$ cat config.mk
export PLATFORM = sky130hd
export DESIGN_NAME = popcount_arbiter
export DESIGN_NICKNAME = d
export VERILOG_FILES = /design/src/rtl/popcount_pkg.sv /design/src/rtl/rr_arbiter.sv /design/src/rtl/popcount_arbiter.sv
export SDC_FILE = /design/constraint.sdc
export NUM_CORES = 1
export LEC_CHECK = 0
export CAP_MARGIN = 30
export CORE_ASPECT_RATIO = 2
export CORE_MARGIN = 5
export CORE_UTILIZATION = 44
export DETAILED_ROUTE_END_ITERATION = 10
export GPL_TIMING_DRIVEN = 0
export PLACE_DENSITY = 0.84
export SLEW_MARGIN = 5
export SYNTH_ARGS = -nofsm -noshare
export SYNTH_HDL_FRONTEND = slang
export SYNTH_HIERARCHICAL = 1
export SYNTH_SLANG_ARGS = --single-unit
$ cat constraint.sdc
create_clock -name clk -period 7.85 [get_ports clk]
set_input_delay 0.785 -clock clk [delete_from_list [all_inputs] [get_ports clk]]
set_output_delay 0.785 -clock clk [all_outputs]
set_load 0.02 [all_outputs]
$ cat src/rtl/popcount_pkg.sv
// ============================================================================
// Module      : popcount_pkg
// Description : Shared widths, types and byte popcount helper.
// Revision    : 1.0 - initial release
// ============================================================================
`default_nettype none

package popcount_pkg;

    localparam int BOARD_W = 64;
    localparam int CNT_W   = 7;
    localparam int PART_W  = 4;
    localparam int NPART   = BOARD_W / 8;

    typedef logic [BOARD_W-1:0] board_t;
    typedef logic [CNT_W-1:0]   count_t;

    function automatic logic [PART_W-1:0] popcnt8(input logic [7:0] b);
        logic [PART_W-1:0] s;
        s = '0;
        for (int i = 0; i < 8; i++) begin
            s = s + {3'b000, b[i]};
        end
        return s;
    endfunction

endpackage

`default_nettype wire

$ cat src/rtl/rr_arbiter.sv
// ============================================================================
// Module      : rr_arbiter
// Description : Round-robin arbiter; the pointer moves only on a completed
//               handshake so a stalled grant keeps its turn.
// Revision    : 1.0 - initial release
// ============================================================================
`default_nettype none

module rr_arbiter #(
    parameter int N = 4
) (
    input  logic                 clk,
    input  logic                 rst,
    input  logic [N-1:0]         req,
    input  logic                 advance,
    output logic [N-1:0]         grant,
    output logic [$clog2(N)-1:0] grant_idx
);

    localparam int IDW = $clog2(N);

    logic [IDW-1:0] r_last;
    logic [IDW-1:0] w_pos;
    logic           w_found;

    // Search starts one past the last winner and wraps.
    always_comb begin
        grant     = '0;
        grant_idx = r_last;
        w_found   = 1'b0;
        w_pos     = '0;
        for (int k = 1; k <= N; k++) begin
            w_pos = IDW'((int'(r_last) + k) % N);
            if (!w_found && req[w_pos]) begin
                w_found      = 1'b1;
                grant[w_pos] = 1'b1;
                grant_idx    = w_pos;
            end
        end
    end

    always_ff @(posedge clk or posedge rst) begin
        if (rst) begin
            r_last <= IDW'(N - 1);
        end else if (advance) begin
            r_last <= grant_idx;
        end
    end

endmodule

`default_nettype wire

$ cat src/rtl/popcount_arbiter.sv
// ============================================================================
// Module      : popcount_arbiter
// Description : NREQ requesters share a two-stage 64-bit popcount pipeline
//               with one-hot tagged responses and per-requester backpressure.
// Revision    : 1.0 - initial release
// ============================================================================
`default_nettype none

module popcount_arbiter
    import popcount_pkg::*;
#(
    parameter int NREQ = 4
) (
    input  logic                    clk,
    input  logic                    rst,
    input  logic [NREQ-1:0]         req_valid,
    input  logic [NREQ*BOARD_W-1:0] req_data,
    output logic [NREQ-1:0]         req_ready,
    output logic [NREQ-1:0]         resp_valid,
    output count_t                  resp_count,
    input  logic [NREQ-1:0]         resp_ready,
    output logic                    busy
);

    localparam int IDW = $clog2(NREQ);

    logic [NREQ-1:0]                w_grant;
    logic [IDW-1:0]                 w_grant_idx;
    board_t                         w_operand;
    logic [NPART-1:0][PART_W-1:0]   w_part;
    count_t                         w_sum;
    logic                           w_s2_leave;
    logic                           w_s1_adv;
    logic                           w_accept;
    logic                           w_take;

    logic                           r_s1_v;
    logic [NPART-1:0][PART_W-1:0]   r_s1_part;
    logic [IDW-1:0]                 r_s1_idx;
    logic                           r_s2_v;
    count_t                         r_s2_cnt;
    logic [IDW-1:0]                 r_s2_idx;

    rr_arbiter #(
        .N (NREQ)
    ) u_arb (
        .clk       (clk),
        .rst       (rst),
        .req       (req_valid),
        .advance   (w_take),
        .grant     (w_grant),
        .grant_idx (w_grant_idx)
    );

    assign w_s2_leave = r_s2_v && resp_ready[r_s2_idx];
    assign w_s1_adv   = r_s1_v && (!r_s2_v || w_s2_leave);
    // Held off during reset so a requester never sees an acceptance that is discarded.
    assign w_accept   = (!r_s1_v || w_s1_adv) && !rst;
    assign w_take     = w_accept && (|req_valid);
    assign req_ready  = w_grant & {NREQ{w_accept}};

    always_comb begin
        w_operand = '0;
        for (int i = 0; i < NREQ; i++) begin
            if (w_grant[i]) begin
                w_operand = req_data[i*BOARD_W +: BOARD_W];
            end
        end
    end

    always_comb begin
        w_part = '0;
        for (int p = 0; p < NPART; p++) begin
            w_part[p] = popcnt8(w_operand[p*8 +: 8]);
        end
    end

    always_comb begin
        w_sum = '0;
        for (int p = 0; p < NPART; p++) begin
            w_sum = w_sum + count_t'(r_s1_part[p]);
        end
    end

    always_ff @(posedge clk or posedge rst) begin
        if (rst) begin
            r_s1_v <= 1'b0;
            r_s2_v <= 1'b0;
        end else begin
            if (w_take) begin
                r_s1_v <= 1'b1;
            end else if (w_s1_adv) begin
                r_s1_v <= 1'b0;
            end
            if (w_s1_adv) begin
                r_s2_v <= 1'b1;
            end else if (w_s2_leave) begin
                r_s2_v <= 1'b0;
            end
        end
    end

    always_ff @(posedge clk) begin
        if (w_take) begin
            r_s1_part <= w_part;
            r_s1_idx  <= w_grant_idx;
        end
        if (w_s1_adv) begin
            r_s2_cnt <= w_sum;
            r_s2_idx <= r_s1_idx;
        end
    end

    generate
        for (genvar i = 0; i < NREQ; i++) begin : g_resp
            assign resp_valid[i] = r_s2_v && (r_s2_idx == IDW'(i));
        end
    endgenerate

    assign resp_count = r_s2_cnt;
    assign busy       = r_s1_v | r_s2_v;

endmodule

`default_nettype wire

* Yosys cells after proc, flatten, opt, wreduce, memory -nomap -nowiden
Cells that the tools add are included.
Word-level totals: bits of input ports 266, logic and storage cells 162, bits in registers 47
Cells by class: muxes and demuxes 37, $add $sub $neg 67, bitwise logic cells 5, magnitude comparators 9, reduce and logical (&&, ||, !) cells 27, equality and inequality tests 3
Operator list (count):
- $mux W64 | 4
- $add A4 B1 Y4 | 32
- $add A3 B1 Y4 | 8
- $add A7 B4 Y7 | 4
- $add A2 B1 Y3 | 8
- $add A1 B1 Y2 | 8
- $mux W1 | 16
- $mux W4 | 4
- $logic_and A1 B1 Y1 | 15
- $lt A2 B3 Y1 const B | 5
- $or A4 B4 Y4 | 3
- $bmux W1 S2 | 5
- $demux W1 S2 | 4
- $ge A2 B1 Y1 const B | 4
- $mux W2 | 4
- $add A6 B4 Y7 | 1
- $add A5 B4 Y6 | 1
- $logic_not A1 Y1 | 6
- $add A4 B4 Y5 | 1
- $add A2 B1 Y2 const B | 2
- $add A2 B2 Y2 const B | 2
- $and A4 B4 Y4 | 1
- $eq A2 B2 Y1 const B | 2
- $reduce_bool A2 Y1 | 2
- 5 further kinds | 6

* Logic depth before layout (Yosys ltp)
Gate-level depths: netlist of the first run.
depth after elaboration 24, depth in mapped cells 24

* Cells and area by module
Netlist of the first run, hierarchy kept.
By module, submodules not included:
- popcount_arbiter | sequential area each 1341.3 um^2, times used 1, area each 5614.1 um^2, cells an instance 577
- rr_arbiter | sequential area each 52.6 um^2, times used 1, area each 666.9 um^2, cells an instance 82

* Worst setup path after synthesis of the first run
Ideal clock, no wire load.
kind register to register, start register u_arb.r_last[0], end register r_s1_part[26] in the netlist's numbering, data pin, cell stages (with the launch flop) 22, data arrival time 5.285 ns, data required time 7.593 ns, slack 2.307 ns, path buffers 5, cells stage by stage dfstp_2 -> buf_6 -> buf_6 -> inv_2 -> ha_1 -> buf_6 -> or3_1 -> a21oi_1 -> a222oi_1 -> nand2_1 -> buf_2 -> buf_1 -> a22oi_1 -> fa_1 -> inv_1 -> fa_1 -> inv_1 -> fa_1 -> inv_1 -> ha_1 -> fa_1 -> xor2_1
RTL lines:
- from (decl) | RTL line rr_arbiter.sv:22 | logic [IDW-1:0] r_last;
- from (signal assigned) | RTL line rr_arbiter.sv:44 | r_last <= IDW'(N - 1);
- from (signal assigned) | RTL line rr_arbiter.sv:46 | r_last <= grant_idx;
- to (signal assigned) | RTL line popcount_arbiter.sv:105 | r_s1_part <= w_part;
- to (decl) | RTL line popcount_arbiter.sv:38 | logic [NPART-1:0][PART_W-1:0] r_s1_part;

==> flow_summary.yaml, run 1 <==
floorplan:
  die_w_um: 94.5
  io_pins: 282
  rows: 61
  die-area_um2: 16900
  core_um2: 14000
  die_h_um: 179
  start_util_pct: 45.0
timing:
  rsz0062_at_grt: "false"
  tns_ns: 0
  fmax_mhz: 155
  clock_skew_ns: 0.00702
  worstMarginPinSlew_ns: 0.891
  finalSetupViolations: 0
  fin_crit_ns: 6.44
  maxSlewHeadroom_pct: 40.6
  fin_ws_ns: 1.41
  maxSlewViolCount: 0
  whs_ns: 0.434
  hold_violations: 0
  period_share_pct: 82.0
placement:
  io_buffers: 281
  detailed_place_hpwl_um: 20500
  pre_cts_slack_ns: 1.13
  placedCellCount: 1132
  gp_congestion: 0.960
min_path:
  hold_path_class: "reg -> reg"
synth:
  yosysWarnings: 6
  synth_top_cell_by_area: "edfxtp_1"
  synth_top_area_share_pct: 20.6
  synth_fp_nets: 1019
  netlist_area_um2: 6280
  synth_seq_cells: 47
  synth_sequential_area_ratio_pct: 22.2
  synthTopCellsByCount: "146 x inv_1, 61 x a21oi_1, 55 x fa_1"
  synthTopCellsByArea: "edfxtp_1 21%, fa_1 18%, inv_1 8.7%, ha_1 7.8%, a221o_1 7.3%"
  yosysUniqueCellTypes: 54
  ys.flop_type: "edfxtp_1"
  synth.most_common_cell: "inv_1"
  synth_edf_count: 43
  syn_area_per_cell_um2: 9.53
  async_reset_ff_share_pct: 8.51
  syn-instance-count: 659
critical_path:
  crit_fanout: 10
  crit_type: "in -> reg"
  crit_path_end_kind: "flip-flop"
  worst_ep_required_time_ns: 7.88
  cp_cell_sequence: "clkdlybuf4s50_1 -> or3b_4 -> a2111oi_4 -> a211o_2 -> nand2_1 -> nand2_1 -> buf_2 -> clkbuf_1 -> a22oi_1 -> fa_1 -> inv_1 -> fa_1 -> inv_1 -> fa_1 -> inv_1 -> ha_1 -> fa_1 -> xor2_1"
  cp.arrival_ns: 6.47
  critPathMaxStageDelay_ns: 0.69
  crit_path_start_kind: "input pin"
  slowest_stage: "clkdlybuf4s50_1"
  worst_path_most_repeated_cell: "fa_1"
route:
  drt_wl_total_um: 24200
  viasPerCell: 5.57
  num_vias: 6345
  detail-route-antenna-nets: 0
  wl_per_cell_um: 21.3
  drc: 0
  dr.first_iter.drc_count: 296
  dr.pass1.iters: 5
grt:
  antenna_found_initial: 0
  grt_usage_pct: 28.3
  grt_start_max_net_pins: 15
  grt_pass1_wl_um: 35700
  grt-ovfl-total: 0
  grt_pass1_vias: 6980
clock_network:
  postCtsSetupBuffers: 0
  cts_buffers: 5
  cts_tree: "yes"
  cts.sinks: 47
  cts-root-buf: "clkbuf_16"
  clk_latency_ns: 0.29
  cts.clk_slew.worst_paths_ns: 0.06
  ctsHtreeMaxLevel: 2
  clock_path_buffers: 2
  cts.repair.resized: 0
  holdBufCountCts: 0
final_layout:
  seq_area_um2: 1390
  drive_gt1_share_pct: 8.73
  n_fill_cell: 1077
  antenna_cells: 0
  fin_cells: 1140
  multiInputGateArea_um2: 4060
  area_growth_pct: 51.3
  fin_nets: 1310
outcome:
  status: "completed"
flow_run:
  maxCapViolCount: 0
==> per-layer routing <==
metal / share of wire, % / up-vias / GRT usage [%]
li1: - / 2908 / -
met1: 32 / 3007 / 27.6
met2: 54 / 339 / 53.1
met3: 7.0 / 91 / 5.50
met4: 6.9 / 0 / 17.5
met5: 0 / - / 0
==> area by class of cell <==
type,instances,share of cell area (%)
inverter,147,5.81
multi-input combinational,416,42.7
timing repair buffer,284,29.9
clock buffer,6,1.36
tap,189,2.49
clock inverter,2,0.0922
buffer,49,2.94
sequential,47,14.7
==> cells in the final DEF (no fill, tap or decap), drive strengths merged, types with 2 or more instances in the layout <==
cell and n:
clkdlybuf4s50 281, inv 147, a21oi 61, fa 55, a22oi 48, a221o 46, edfxtp 43, ha 39
buf 33, nor2b 32, nand2 28, clkbuf 25, o31ai 19, a221oi 19, xor2 7, nor2 7
mux2i 6, xnor2 5, nor3b 5, nand2b 4, a222oi 4, and2 3, nor4 2, and3 2
o21bai 2, o21ai 2, dfrtp 2, dfstp 2, clkinv 2, or3 2
==> flip-flops by register name (all words and copies together) (netlist names) <==
signal and flops:
r_s1_idx 2, r_s1_part 32, r_s1_v 1, r_s2_idx 2
r_s2_v 1, resp_count 7, u_arb/r_last 2
==> stage by stage <==
stage                     instance area (µm²)  utilization (%)
after floorplan                          6280                -
after global placement                   9330             66.8
after detailed placement                 9370             67.1
after CTS                                9500             68.0
after global routing                     9500             68.0
final                                    9500             68.0
==> cells by family (layout without fill, tap and decap cells) <==
group	after synthesis	count (layout)	share of synthesized area [%]
adders and majority gates	94	94	25.3
buffers and inverters	196	488	13.2
xor gates and xnor gates	12	12	1.67
DFF	47	47	22.2
and+or+nand+nor	92	92	8.07
muxes	8	8	1.49
AOI/OAI and AO/OA	210	210	28.0
==> final timing paths <==
| path | cells past startpoint | end | from | slack, ns |
|---|---|---|---|---|
| min reg2reg | 0 | r_s2_idx[1]$_DFFE_PP_ | r_s1_idx[1]$_DFFE_PP_ | 0.43 |
| max reg2reg | 21 | r_s1_part[18]$_DFFE_PP_ | u_arb/r_last[0]$_DFFE_PP1P_ | 1.46 |
| min | 0 | r_s2_idx[1]$_DFFE_PP_ | r_s1_idx[1]$_DFFE_PP_ | 0.43 |
| min in group asynchronous | 2 | r_s2_v$_DFFE_PP0P_ | rst | 0.88 |
| max in group asynchronous | 2 | u_arb/r_last[0]$_DFFE_PP1P_ | rst | 6.72 |
| max | 18 | r_s1_part[18]$_DFFE_PP_ | req_valid[2] | 1.41 |
==> critical path: cells and delay by family <==
family | cells | cell delay (ns)
compound gates | 3 | 0.96
simple gates | 3 | 0.61
xor+xnor | 1 | 0.15
buf+inv | 6 | 1.71
fa+ha+maj | 5 | 2.25
Power of run 1 is left out: the tool's default activity adds up to more than one toggle a clock period on the data nets, which glitch-free logic cannot reach.
==> inputs of run 2 (changes only) <==
--- a/config.mk
+++ b/config.mk
@@ -8,10 +8,10 @@
 export CAP_MARGIN = 30
 export CORE_ASPECT_RATIO = 2
 export CORE_MARGIN = 5
-export CORE_UTILIZATION = 44
+export CORE_UTILIZATION = 39
 export DETAILED_ROUTE_END_ITERATION = 10
 export GPL_TIMING_DRIVEN = 0
-export PLACE_DENSITY = 0.84
+export PLACE_DENSITY = 0.79
 export SLEW_MARGIN = 5
 export SYNTH_ARGS = -nofsm -noshare
 export SYNTH_HDL_FRONTEND = slang
==> constraint.sdc (replaced) <==
create_clock -name clk -period 5.54 [get_ports clk]
set_input_delay 0.554 -clock clk [delete_from_list [all_inputs] [get_ports clk]]
set_output_delay 0.554 -clock clk [all_outputs]
set_load 0.02 [all_outputs]
==> run 2 against run 1 <==
Against the previous run: the flow now finishes with violations (setup timing); wire length increased by 6.0%; critical endpoint is now r_s1_part[13]$_DFFE_PP_; global-route usage shrank 2.8 points; setup slack lost 1.5 ns; critical path type is now reg -> reg; highest routed layer unchanged; die area rose by 12%; clock skew shrank 0.0016 ns; count of clock-buffer cells in the layout decreased by 1; first-iteration DRC count is 11% higher; sequential cell count stayed put.
==> flow_summary.yaml, run 2 (synthesis gave the netlist of run 1 again) <==
outcome:
  status: "finished, violations left"
  violations: "setup timing"
final_layout:
  top_register: "r_s1_part"
  drive_gt1_share_pct: 17.3
  final_cell_mix: "277 x clkdlybuf4s50_1, 140 x inv_1, 56 x a21oi_1"
  antenna_cells: 0
  largest_reg_flops: 32
  area_growth_pct: 62.1
  fin_nets: 1344
  layout_commonest_cell: "clkdlybuf4s50_1"
  n_fill_cell: 1285
  utilization_pct: 64.5
  fin_cells: 1185
  final_area_um2: 10200
critical_path:
  crit_path_end_kind: "flip-flop"
  cp_cell_sequence: "buf_6 -> mux2i_4 -> mux2i_4 -> buf_4 -> a222oi_1 -> nand2_1 -> buf_4 -> nor2b_4 -> buf_12 -> buf_12 -> a221o_1 -> a22oi_2 -> fa_1 -> inv_2 -> fa_1 -> inv_1 -> fa_1 -> inv_1 -> ha_2 -> inv_1 -> fa_1 -> inv_1"
  worst_ep_required_time_ns: 5.58
  cp.arrival_ns: 5.65
  crit_path_start_kind: "flip-flop"
  rr_worst_depth: 22
  slowest_stage: "dfstp_2"
  crit_fanout: 6
  rrSetupSlack_ns: -0.06
  r2r_start: "u_arb/r_last[0]$_DFFE_PP1P_"
  critPathMaxStageDelay_ns: 0.60
  crit_type: "reg -> reg"
  rr_endpoint: "r_s1_part[13]$_DFFE_PP_"
timing:
  fin_ws_ns: -0.0635
  fmax_mhz: 178
  worstMarginPinSlew_ns: 0.826
  rsz0062_at_grt: "true"
  clock_skew_ns: 0.00541
  fin_crit_ns: 5.60
  period_share_pct: 101
  maxSlewViolCount: 0
  hold_violations: 0
  maxSlewHeadroom_pct: 44.9
  finalSetupViolations: 4
placement:
  placedCellCount: 1144
  io_buffers: 281
  postPlaceCellArea_um2: 9390
  detailed_place_hpwl_um: 20600
  gp_congestion: 0.891
clock_network:
  clock_path_buffers: 2
  ctsHtreeMaxLevel: 2
  cts.sinks: 47
  cts.clk_slew.worst_paths_ns: 0.06
  cts-root-buf: "clkbuf_16"
  cts_tree: "yes"
  cts_buffers: 5
  clk_latency_ns: 0.29
min_path:
  holdPathStages: 0
  min_to: "r_s2_idx[1]$_DFFE_PP_"
  hold_path_class: "reg -> reg"
  hp-start: "r_s1_idx[1]$_DFFE_PP_"
route:
  drt_wl_total_um: 25700
  wl_per_cell_um: 21.7
  drc: 0
  detail-route-antenna-nets: 0
  wl_met3_um: 1630
  dr.first_iter.drc_count: 329
  dr_wl_met2_um: 14200
  top_layer: "met4"
  num_vias: 6546
  dr.pass1.iters: 5
  viasPerCell: 5.52
  m1WireLength_um: 8600
grt:
  grt_usage_pct: 25.5
  grt_start_max_net_pins: 20
  antenna_found_initial: 0
  grt_pass1_wl_um: 36800
  grt_pass1_vias: 6915
  grt-ovfl-total: 0
floorplan:
  rows: 65
  io_pins: 282
  start_util_pct: 39.8
  die_h_um: 189
  die-area_um2: 18900
  die_w_um: 99.7
  core_um2: 15800
flow_run:
  maxCapViolCount: 0
run 2: changes by cell type in the layout (fill, tap and decap cells not counted), sizes merged, moves of 3 or more:
cell,change
clkbuf,-4
dlygate4sd2,+3
buf,+37
clkdlybuf4s50,-4
run 2: routing by layer:
metal  global-route usage [%]  vias up
li1                         -     2978
met1                     26.5     3176
met2                     48.9      324
met3                     3.50       68
met4                     11.9        0
met5                        0        -
run 2: metrics by stage:
step           hold slack (ns)  setup slack, ns  setup TNS (ns)
6_report                 0.419          -0.0635          -0.153
5_1_grt                  0.431           -0.209           -1.82
4_1_cts                  0.420          0.00220               0
3_5_place_dp             0.406           -0.904          -15.48
3_3_place_gp             0.402           -0.858          -14.74
2_1_floorplan            0.295          0.00468               0
run 2: worst max-delay path, delay by kind of cell, from the launching register on:
kind	cells	cell delay, ns
buf+inv	10	1.07
mux	2	0.52
simple gates	2	0.29
fa+ha+maj	5	2.24
compound gates	3	0.62
flops	1	0.60
run 2: what timing repair did:
item / CTS / global route
buffers inserted: 16 / 18
cloned: 1 / 3
endpoints found under the setup margin: 32 / 18
hold buffers: 0 / 0
pin swaps: 17 / 35
gates resized for setup: 71 / 52
run 2: how the worst max path moves through the flow:
stage | from | end | slack, ns | cells past startpoint
2_1_floorplan | u_arb/r_last[0]$_DFFE_PP1P_ | r_s1_part[26]$_DFFE_PP_ | 0.005 | 21
3_3_place_gp | req_valid[3] | r_s1_part[18]$_DFFE_PP_ | -0.86 | 19
3_5_place_dp | req_valid[3] | r_s1_part[18]$_DFFE_PP_ | -0.90 | 19
4_1_cts | u_arb/r_last[0]$_DFFE_PP1P_ | r_s1_part[26]$_DFFE_PP_ | 0.002 | 24
5_1_grt | u_arb/r_last[0]$_DFFE_PP1P_ | r_s1_part[13]$_DFFE_PP_ | -0.21 | 22
6_report | u_arb/r_last[0]$_DFFE_PP1P_ | r_s1_part[13]$_DFFE_PP_ | -0.06 | 22
run 2: final cells by class:
class / count / area [µm²] / area share (%)
Buffer: 45 / 422 / 4.14
Sequential cell: 47 / 1390 / 13.7
Clock buffer: 5 / 125 / 1.23
Multi-Input combinational cell: 416 / 4210 / 41.3
Clock inverter: 2 / 8.76 / 0.0860
Timing Repair Buffer: 322 / 3220 / 31.6
Tap cell: 201 / 251 / 2.47
Inverter: 147 / 558 / 5.48
Power of run 2 is left out for the same reason.
==> inputs of run 3 (changes only) <==
--- a/config.mk
+++ b/config.mk
@@ -11,7 +11,9 @@
 export CORE_UTILIZATION = 39
 export DETAILED_ROUTE_END_ITERATION = 10
 export GPL_TIMING_DRIVEN = 0
+export HOLD_SLACK_MARGIN = 0.02
 export PLACE_DENSITY = 0.79
+export SETUP_SLACK_MARGIN = 0.5
 export SLEW_MARGIN = 5
 export SYNTH_ARGS = -nofsm -noshare
 export SYNTH_HDL_FRONTEND = slang
==> run 3 against run 2 <==
Against the previous run: the run now ends clean; hold slack improved by 0.012 ns; core utilization increased by 0.83 points; global-route usage increased by 0.33 points; first-iteration DRC count increased by 25%; cell count increased by 0.84%; sequential cell count unchanged; clock skew increased by 0.0071 ns; count of clock-buffer cells in the layout increased by 1; sequential share of layout area decreased by 0.17 points; maximum frequency increased by 2.7%.
==> flow_summary.yaml, run 3 (synthesis gave the netlist of run 1 again) <==
outcome:
  status: "completed"
final_layout:
  utilization_pct: 65.4
  fin_nets: 1353
  antenna_cells: 0
  n_fill_cell: 1291
  area_growth_pct: 64.2
  drive_gt1_share_pct: 20.6
  final_cell_mix: "277 x clkdlybuf4s50_1, 127 x inv_1, 47 x buf_4, 47 x a21oi_1, 47 x fa_1"
  layout_commonest_cell: "clkdlybuf4s50_1"
  largest_reg_flops: 32
  top_register: "r_s1_part"
grt:
  antenna_found_initial: 2
  grt_pass1_vias: 6894
  grt_usage_pct: 25.9
  grt-ovfl-total: 0
  grt_start_max_net_pins: 15
  grt_pass1_wl_um: 37100
clock_network:
  clock_path_buffers: 2
  cts_buffers: 5
  clk_latency_ns: 0.29
  ctsHtreeMaxLevel: 2
  cts.clk_slew.worst_paths_ns: 0.06
  holdBufCountCts: 0
  cts-root-buf: "clkbuf_16"
  cts.sinks: 47
  cts_tree: "yes"
critical_path:
  worst_ep_required_time_ns: 5.58
  worstSetupStartpoint: "u_arb/r_last[1]$_DFFE_PP1P_"
  crit_type: "reg -> reg"
  cp_cell_sequence: "buf_6 -> inv_4 -> ha_4 -> buf_8 -> mux2i_4 -> buf_4 -> a222oi_1 -> nand2_2 -> nor2b_4 -> buf_12 -> buf_4 -> buf_12 -> buf_16 -> a221o_1 -> a22oi_2 -> fa_1 -> inv_2 -> fa_1 -> inv_2 -> fa_1 -> inv_2 -> ha_4 -> fa_2 -> xor2_1"
  crit_fanout: 10
  r2r_start: "u_arb/r_last[1]$_DFFE_PP1P_"
  crit_path_end_kind: "flip-flop"
  cpLargestDelayFamily: "adder cells"
  crit_cells: 24
  crit_buf_inv: 11
  rr_worst_depth: 24
  rrSetupSlack_ns: 0.08
  slowest_stage: "dfstp_2"
  cp-endpoint: "r_s1_part[6]$_DFFE_PP_"
  rr_endpoint: "r_s1_part[6]$_DFFE_PP_"
  cp.arrival_ns: 5.49
  crit_path_start_kind: "flip-flop"
  critPathMaxStageDelay_ns: 0.55
timing:
  rsz0062_at_grt: "true"
  maxSlewHeadroom_pct: 42.0
  fmax_mhz: 183
  clock_skew_ns: 0.0125
  whs_ns: 0.431
  worstMarginPinSlew_ns: 0.870
  fin_ws_ns: 0.0848
  fin_crit_ns: 5.46
  maxSlewViolCount: 0
  period_share_pct: 98.5
  finalSetupViolations: 0
  hold_violations: 0
route:
  drc: 0
  num_vias: 6510
  dr.first_iter.drc_count: 410
  wl_per_cell_um: 21.4
  dr.pass1.iters: 5
  drt_wl_total_um: 25600
  detail-route-antenna-nets: 0
  viasPerCell: 5.45
floorplan:
  rows: 65
  io_pins: 282
  core_um2: 15800
  start_util_pct: 39.8
  die-area_um2: 18900
  die_h_um: 189
  die_w_um: 99.7
flow_run:
  maxCapViolCount: 0
placement:
  io_buffers: 281
  gp_congestion: 0.939
  detailed_place_hpwl_um: 20600
  pre_cts_slack_ns: -0.745
min_path:
  hold_path_class: "reg -> reg"
-- run 3: routing by layer --
layer  wire [µm]  GRT usage (%)
met1        8600           26.6
met2       14000           48.8
met3        1720           4.98
met4        1220           12.2
met5          27              0
-- run 3: per-stage QoR --
stage,std cells,setup TNS [ns],instance area (µm²)
after floorplan,659,0,6410
after global placement,1141,-7.97,9470
after detailed placement,1144,-9.70,9510
after CTS,1180,0,10100
after global routing,1195,-0.240,10300
final,1195,0,10300
-- run 3: cell type report --
cell class	instances	area, µm²	area share, %
well taps	201	251	2.44
inverters	147	562	5.45
multi-input cells	416	4290	41.6
plain buffers	49	443	4.29
clock buffers	6	129	1.25
flip-flops and latches	47	1390	13.5
repair buffers	327	3230	31.3
clock inverters	2	12.5	0.121
-- run 3: timing repair --
item | 4_1_cts | 5_1_grt
setup endpoints to repair | 32 | 32
cloned | 1 | 1
gates resized for setup | 55 | 52
setup buffers | 27 | 14
pin swaps | 30 | 31
-- run 3: worst min-delay path by stage --
stage,from,cells after the start,endpoint
after floorplan,rst,1,r_s1_v$_DFFE_PP0P_
after detailed placement,r_s1_idx[1]$_DFFE_PP_,0,r_s2_idx[1]$_DFFE_PP_
after CTS,r_s1_idx[1]$_DFFE_PP_,0,r_s2_idx[1]$_DFFE_PP_
final,r_s1_idx[0]$_DFFE_PP_,0,r_s2_idx[0]$_DFFE_PP_
after global routing,r_s1_idx[1]$_DFFE_PP_,0,r_s2_idx[1]$_DFFE_PP_
after global placement,r_s1_idx[1]$_DFFE_PP_,0,r_s2_idx[1]$_DFFE_PP_
Power of run 3 is left out for the same reason.
